$ cat config.mk
export PLATFORM = sky130hd
export DESIGN_NAME = scale_selector
export DESIGN_NICKNAME = d
export VERILOG_FILES = /design/src/rtl/scale_selector.sv
export SDC_FILE = /design/constraint.sdc
export NUM_CORES = 1
export LEC_CHECK = 0
export BUFFER_PORTS_ARGS = -buffer_cell sky130_fd_sc_hd__buf_4
export CAP_MARGIN = 20
export CELL_PAD_IN_SITES_DETAIL_PLACEMENT = 1
export CELL_PAD_IN_SITES_GLOBAL_PLACEMENT = 2
export CORE_ASPECT_RATIO = 1.25
export CORE_UTILIZATION = 40
export CTS_CLUSTER_DIAMETER = 150
export DETAILED_ROUTE_END_ITERATION = 10
export HOLD_SLACK_MARGIN = 0.08
export PLACE_DENSITY_LB_ADDON = 0.1
export SLEW_MARGIN = 20
export SYNTH_ARGS = -nofsm -noshare
export SYNTH_HDL_FRONTEND = slang
export SYNTH_SLANG_ARGS = --single-unit
$ cat constraint.sdc
create_clock -name clk -period 3.76 [get_ports clk]
set_input_delay 0.376 -clock clk [delete_from_list [all_inputs] [get_ports clk]]
set_output_delay 0.376 -clock clk [all_outputs]
set_load 0.03 [all_outputs]
$ cat src/rtl/scale_selector.sv
// rtl/scale_selector.sv - debounced up/down pushbuttons driving a held scale number
//
// Ports:
//   clk           system clock
//   reset         synchronous, active-high reset
//   btn_up_n      raw asynchronous key, low = pressed, steps scale up
//   btn_down_n    raw asynchronous key, low = pressed, steps scale down
//   scale         current scale, 1..NUM_SCALES, held between presses
//   scale_changed one-cycle strobe in the first cycle scale shows a new value
//
// Pipeline per button: 2-flop synchroniser -> debouncer -> rising-edge press
// pulse -> shared step logic. Pin edge to scale update is 2 + DEBOUNCE_CYCLES + 2.

module scale_selector #(
    parameter int DEBOUNCE_CYCLES = 500000,
    parameter int NUM_SCALES      = 5,
    parameter bit WRAP            = 1'b0
) (
    input  logic       clk,
    input  logic       reset,
    input  logic       btn_up_n,
    input  logic       btn_down_n,
    output logic [7:0] scale,
    output logic       scale_changed
);

    localparam int               CNT_W     = (DEBOUNCE_CYCLES > 1) ? $clog2(DEBOUNCE_CYCLES) : 1;
    localparam logic [CNT_W-1:0] CNT_LAST  = CNT_W'(DEBOUNCE_CYCLES - 1);
    localparam logic [7:0]       SCALE_MAX = 8'(NUM_SCALES);
    localparam logic [7:0]       SCALE_MIN = 8'd1;

    // Bit 0 is the up button, bit 1 the down button throughout.
    logic [1:0] raw_n;
    logic [1:0] press;
    logic [7:0] next_scale;

    assign raw_n = {btn_down_n, btn_up_n};

    for (genvar b = 0; b < 2; b++) begin : g_btn
        logic             sync1_n;
        logic             sync2_n;
        logic             p_sync;
        logic             deb;
        logic             deb_q;
        logic             press_r;
        logic [CNT_W-1:0] cnt;

        assign p_sync   = ~sync2_n;
        assign press[b] = press_r;

        // Synchronisers reset to the released (high) level so a held key
        // only reaches the debouncer two cycles after reset is released.
        always_ff @(posedge clk) begin
            if (reset) begin
                sync1_n <= 1'b1;
                sync2_n <= 1'b1;
            end else begin
                sync1_n <= raw_n[b];
                sync2_n <= sync1_n;
            end
        end

        // deb follows p_sync only after DEBOUNCE_CYCLES consecutive samples
        // that disagree with it; any agreeing sample restarts the count.
        always_ff @(posedge clk) begin
            if (reset) begin
                cnt <= '0;
                deb <= 1'b0;
            end else if (p_sync == deb) begin
                cnt <= '0;
            end else if (cnt == CNT_LAST) begin
                deb <= p_sync;
                cnt <= '0;
            end else begin
                cnt <= cnt + CNT_W'(1);
            end
        end

        // Press pulse on the debounced 0->1 edge only; release is ignored,
        // which is what prevents auto-repeat while a key is held.
        always_ff @(posedge clk) begin
            if (reset) begin
                deb_q   <= 1'b0;
                press_r <= 1'b0;
            end else begin
                deb_q   <= deb;
                press_r <= deb & ~deb_q;
            end
        end
    end

    // Simultaneous up and down presses cancel each other.
    always_comb begin
        next_scale = scale;
        if (press[0] && !press[1]) begin
            if (scale < SCALE_MAX) begin
                next_scale = scale + 8'd1;
            end else if (WRAP) begin
                next_scale = SCALE_MIN;
            end
        end else if (press[1] && !press[0]) begin
            if (scale > SCALE_MIN) begin
                next_scale = scale - 8'd1;
            end else if (WRAP) begin
                next_scale = SCALE_MAX;
            end
        end
    end

    // The strobe is registered alongside scale so both appear in the same
    // cycle; a saturated press leaves next_scale == scale and no strobe.
    always_ff @(posedge clk) begin
        if (reset) begin
            scale         <= SCALE_MIN;
            scale_changed <= 1'b0;
        end else begin
            scale         <= next_scale;
            scale_changed <= (next_scale != scale);
        end
    end

endmodule

==> results.toml <==
[global_route]
via_count_of_the_first_global_routing_pass = 2168
antenna_violations_before_repair = 0
grt_first_pass_wirelength_mm = 9.67
gr-total-overflow = 0
grtUsageTotal_pct = 18.3
grt_start_max_net_pins = 21

[logic_synthesis]
mappedNetlistNets = 313
seq_area_frac_synth_pct = 43.0
post_synth_num_cell_types = 46
async_set_or_reset_register_ratio_after_synthesis_pct = 0
synthTopCellsByCount = "57 x sky130_fd_sc_hd__dfxtp_1, 52 x sky130_fd_sc_hd__nor2_1, 23 x sky130_fd_sc_hd__xnor2_1"
yosys.cell_count.top_type = "sky130_fd_sc_hd__dfxtp_1"
netlist.area_leader.share_pct = 43.0
synth.ff_latch_count = 57
synth_largest_area_cell = "sky130_fd_sc_hd__dfxtp_1"
edff_count_synth = 0
postSynth.topFlopCell = "sky130_fd_sc_hd__dfxtp_1"
ys.warnings.count = 0
netlist_top_cells_area = "sky130_fd_sc_hd__dfxtp_1 43%, sky130_fd_sc_hd__xnor2_1 7.6%, sky130_fd_sc_hd__nor2_1 7.4%"
post_synth.cell_area_avg_sq_um = 8.72
syn_area_sq_um = 2650
synthesis.instances = 304

[status]
status = "completed"

[placement]
io_buffers = 12
post-dp-hpwl_mm = 3.88
placed_area_sq_um = 2800
placedCellCount = 391
place.gp.congestion = 0.737

[setup_path]
path_cells = "ha_1 -> nand4_1 -> o21ai_2 -> nor2_1"
worst_path_max_delay_cell = "sky130_fd_sc_hd__o21ai_2"
critical_path_rt_ns = 3.96
crit_path_end_kind = "flop"
setup.worst_path.class = "flop to flop"
crit_family = "compound AO/OA/AOI/OAI gates"
critical_path.max_stage_delay_ns = 0.76
worst-path-buf-inv = 0
critPathLaunchType = "flop"
crit_fanout = 17
cp_data_arrival_time_ns = 2.25

[clocking]
cts_buffers = 9
clock_path_buffers = 2
worstSkewPairLatency_ns = 0.34
hold_buffers = 0
post_cts_clock_slew_at_the_launch_and_capture_registers_of_the_worst_setup_and_hold_paths_ns = 0.06
cts_tree = "built"
clock_tree.htree_level_count = 3
cts-root-buf = "sky130_fd_sc_hd__clkbuf_8"
cts.repair_timing.setup_buffer_count = 0
ctsResizeCount = 0
clock-sinks = 57

[timing]
final-hold-violation-count = 0
finalCriticalPeriod_ns = 2.06
relSlewSlack_pct = 50.1
tightest_slew_ns = 0.749
clk_skew_ns = 0.00636
report.final.slew_viol_count = 0
total_negative_slack_for_setup_checks_ns = 0
post_route_fraction_of_the_period_consumed_by_the_critical_path_pct = 54.7
hold-worst-slack_ns = 0.226
rsz0062_at_grt = "no"
setup_viol = 0
max_freq_ghz = 0.486

[routing]
first_iter_violations = 60
routed_wire_length_per_instance_um = 13.9
route.detailed.drc = 0
vias_per_cell = 5.31
first_pass_iters = 4
aggregate_routed_wire_length_mm = 5.65
routed-via-count = 2154
final_antenna_net_count = 0

[cells_and_area]
multiInputGateArea_sq_um = 1430
nets = 326
diodes = 0
flow.area_growth_from_synthesis_pct = 13.8
seq_area_sq_um = 1140
final_layout_size_suffix_gt1_share_pct = 13.1
finish.cell_count_without_fillers = 406
postLayoutCellArea_sq_um = 3020
filler_cell_count = 783

[die]
boundaryPins = 13
fp.coreArea_sq_um = 6290
die_area_sq_um = 6960
die_y_um = 93.0
start_util_pct = 42.2
horizontal_die_dimension_um = 74.8
rows = 32

[pwr]
power.ir.vdd_worst_v = 0.000210
p_leak_nw = 0.954
p_per_area_nw_per_um2 = 415

[hold_path]
hp-class = "input port to flop"

[flow_run]
timing.max_cap.violations = 0
==> cell type report <==
| type | count | area share (%) |
|---|---|---|
| multi-input combinational | 227 | 47.3 |
| sequential | 57 | 37.8 |
| clock buffer | 13 | 5.93 |
| tap | 85 | 3.53 |
| timing repair buffer | 12 | 2.99 |
| inverter | 10 | 1.24 |
| clock inverter | 2 | 1.16 |
==> worst paths after layout <==
path                         startpoint                           to  slack (ns)  cells after the start
max reg2reg  g_btn[0].cnt[0]$_SDFF_PP0_  g_btn[0].cnt[15]$_SDFF_PP0_        1.70                      4
min                            btn_up_n  g_btn[0].sync1_n$_SDFF_PP1_        0.23                      2
min reg2reg   g_btn[0].deb_q$_SDFF_PP0_  g_btn[0].press_r$_SDFF_PP0_        0.39                      1
max          g_btn[0].cnt[0]$_SDFF_PP0_  g_btn[0].cnt[15]$_SDFF_PP0_        1.70                      4
==> state kept, by name, indices dropped and copies added, names as in the netlist <==
signal	count
g_btn.cnt	38
scale	8
g_btn.deb	2
g_btn.deb_q	2
g_btn.press_r	2
g_btn.sync1_n	2
g_btn.sync2_n	2
scale_changed	1
==> per-layer routing <==
layer / vias to the layer above / share of wire [%] / track usage [%]
met3: 12 / 1.8 / 3.23
li1: 1098 / - / -
met2: 17 / 49 / 31.2
met5: - / 0 / 0
met1: 1027 / 46 / 20.5
met4: 0 / 2.8 / 11.3
==> layout by cell type (no fill, tap or decap), types with 3 or more instances in the layout <==
| master | instances |
|---|---|
| sky130_fd_sc_hd__clkbuf_8 | 13 |
| sky130_fd_sc_hd__inv_1 | 10 |
| sky130_fd_sc_hd__or2_2 | 5 |
| sky130_fd_sc_hd__nand4_1 | 12 |
| sky130_fd_sc_hd__a21oi_1 | 7 |
| sky130_fd_sc_hd__dfxtp_1 | 57 |
| sky130_fd_sc_hd__ha_1 | 5 |
| sky130_fd_sc_hd__xnor2_1 | 23 |
| sky130_fd_sc_hd__nand3_1 | 17 |
| sky130_fd_sc_hd__or3_1 | 3 |
| sky130_fd_sc_hd__nor4b_1 | 3 |
| sky130_fd_sc_hd__nor3_1 | 14 |
| sky130_fd_sc_hd__o21ai_0 | 8 |
| sky130_fd_sc_hd__nor2_1 | 52 |
| sky130_fd_sc_hd__buf_4 | 12 |
| sky130_fd_sc_hd__and4_1 | 3 |
| sky130_fd_sc_hd__nand2b_1 | 6 |
| sky130_fd_sc_hd__xor2_1 | 11 |
| sky130_fd_sc_hd__nor4_1 | 11 |
| sky130_fd_sc_hd__nand2_1 | 13 |
| sky130_fd_sc_hd__nor2b_1 | 5 |
==> kinds of logic (layout without fill, tap and decap cells) <==
logic type / Yosys count / in the layout / synth area share [%]
flops: 57 / 57 / 43.0
simple gates: 156 / 156 / 30.9
compound gates: 30 / 30 / 8.54
mux: 2 / 2 / 0.802
fa+ha+maj: 5 / 5 / 2.36
buf+inv: 20 / 37 / 3.11
xor+xnor: 34 / 34 / 11.2
==> where the power goes <==
| part | leakage, nW | internal (mW) | switching (mW) |
|---|---|---|---|
| clock | 0.112 | 0.374 | 0.239 |
| sequential | 0.460 | 0.608 | 0.00650 |
| combinational | 0.382 | 0.00992 | 0.0160 |
| total | 0.954 | 0.991 | 0.261 |
==> through the flow <==
step                power (mW)  util (%)  setup slack [ns]
global route              1.30      48.0              1.41
CTS                       1.27      48.0              1.62
detailed placement       0.654      44.6              1.63
finish                    1.25      48.0              1.70
floorplan                0.645         -              1.97
global placement         0.653      44.6              1.71
No activity file was read; power rests on OpenSTA's default activity.
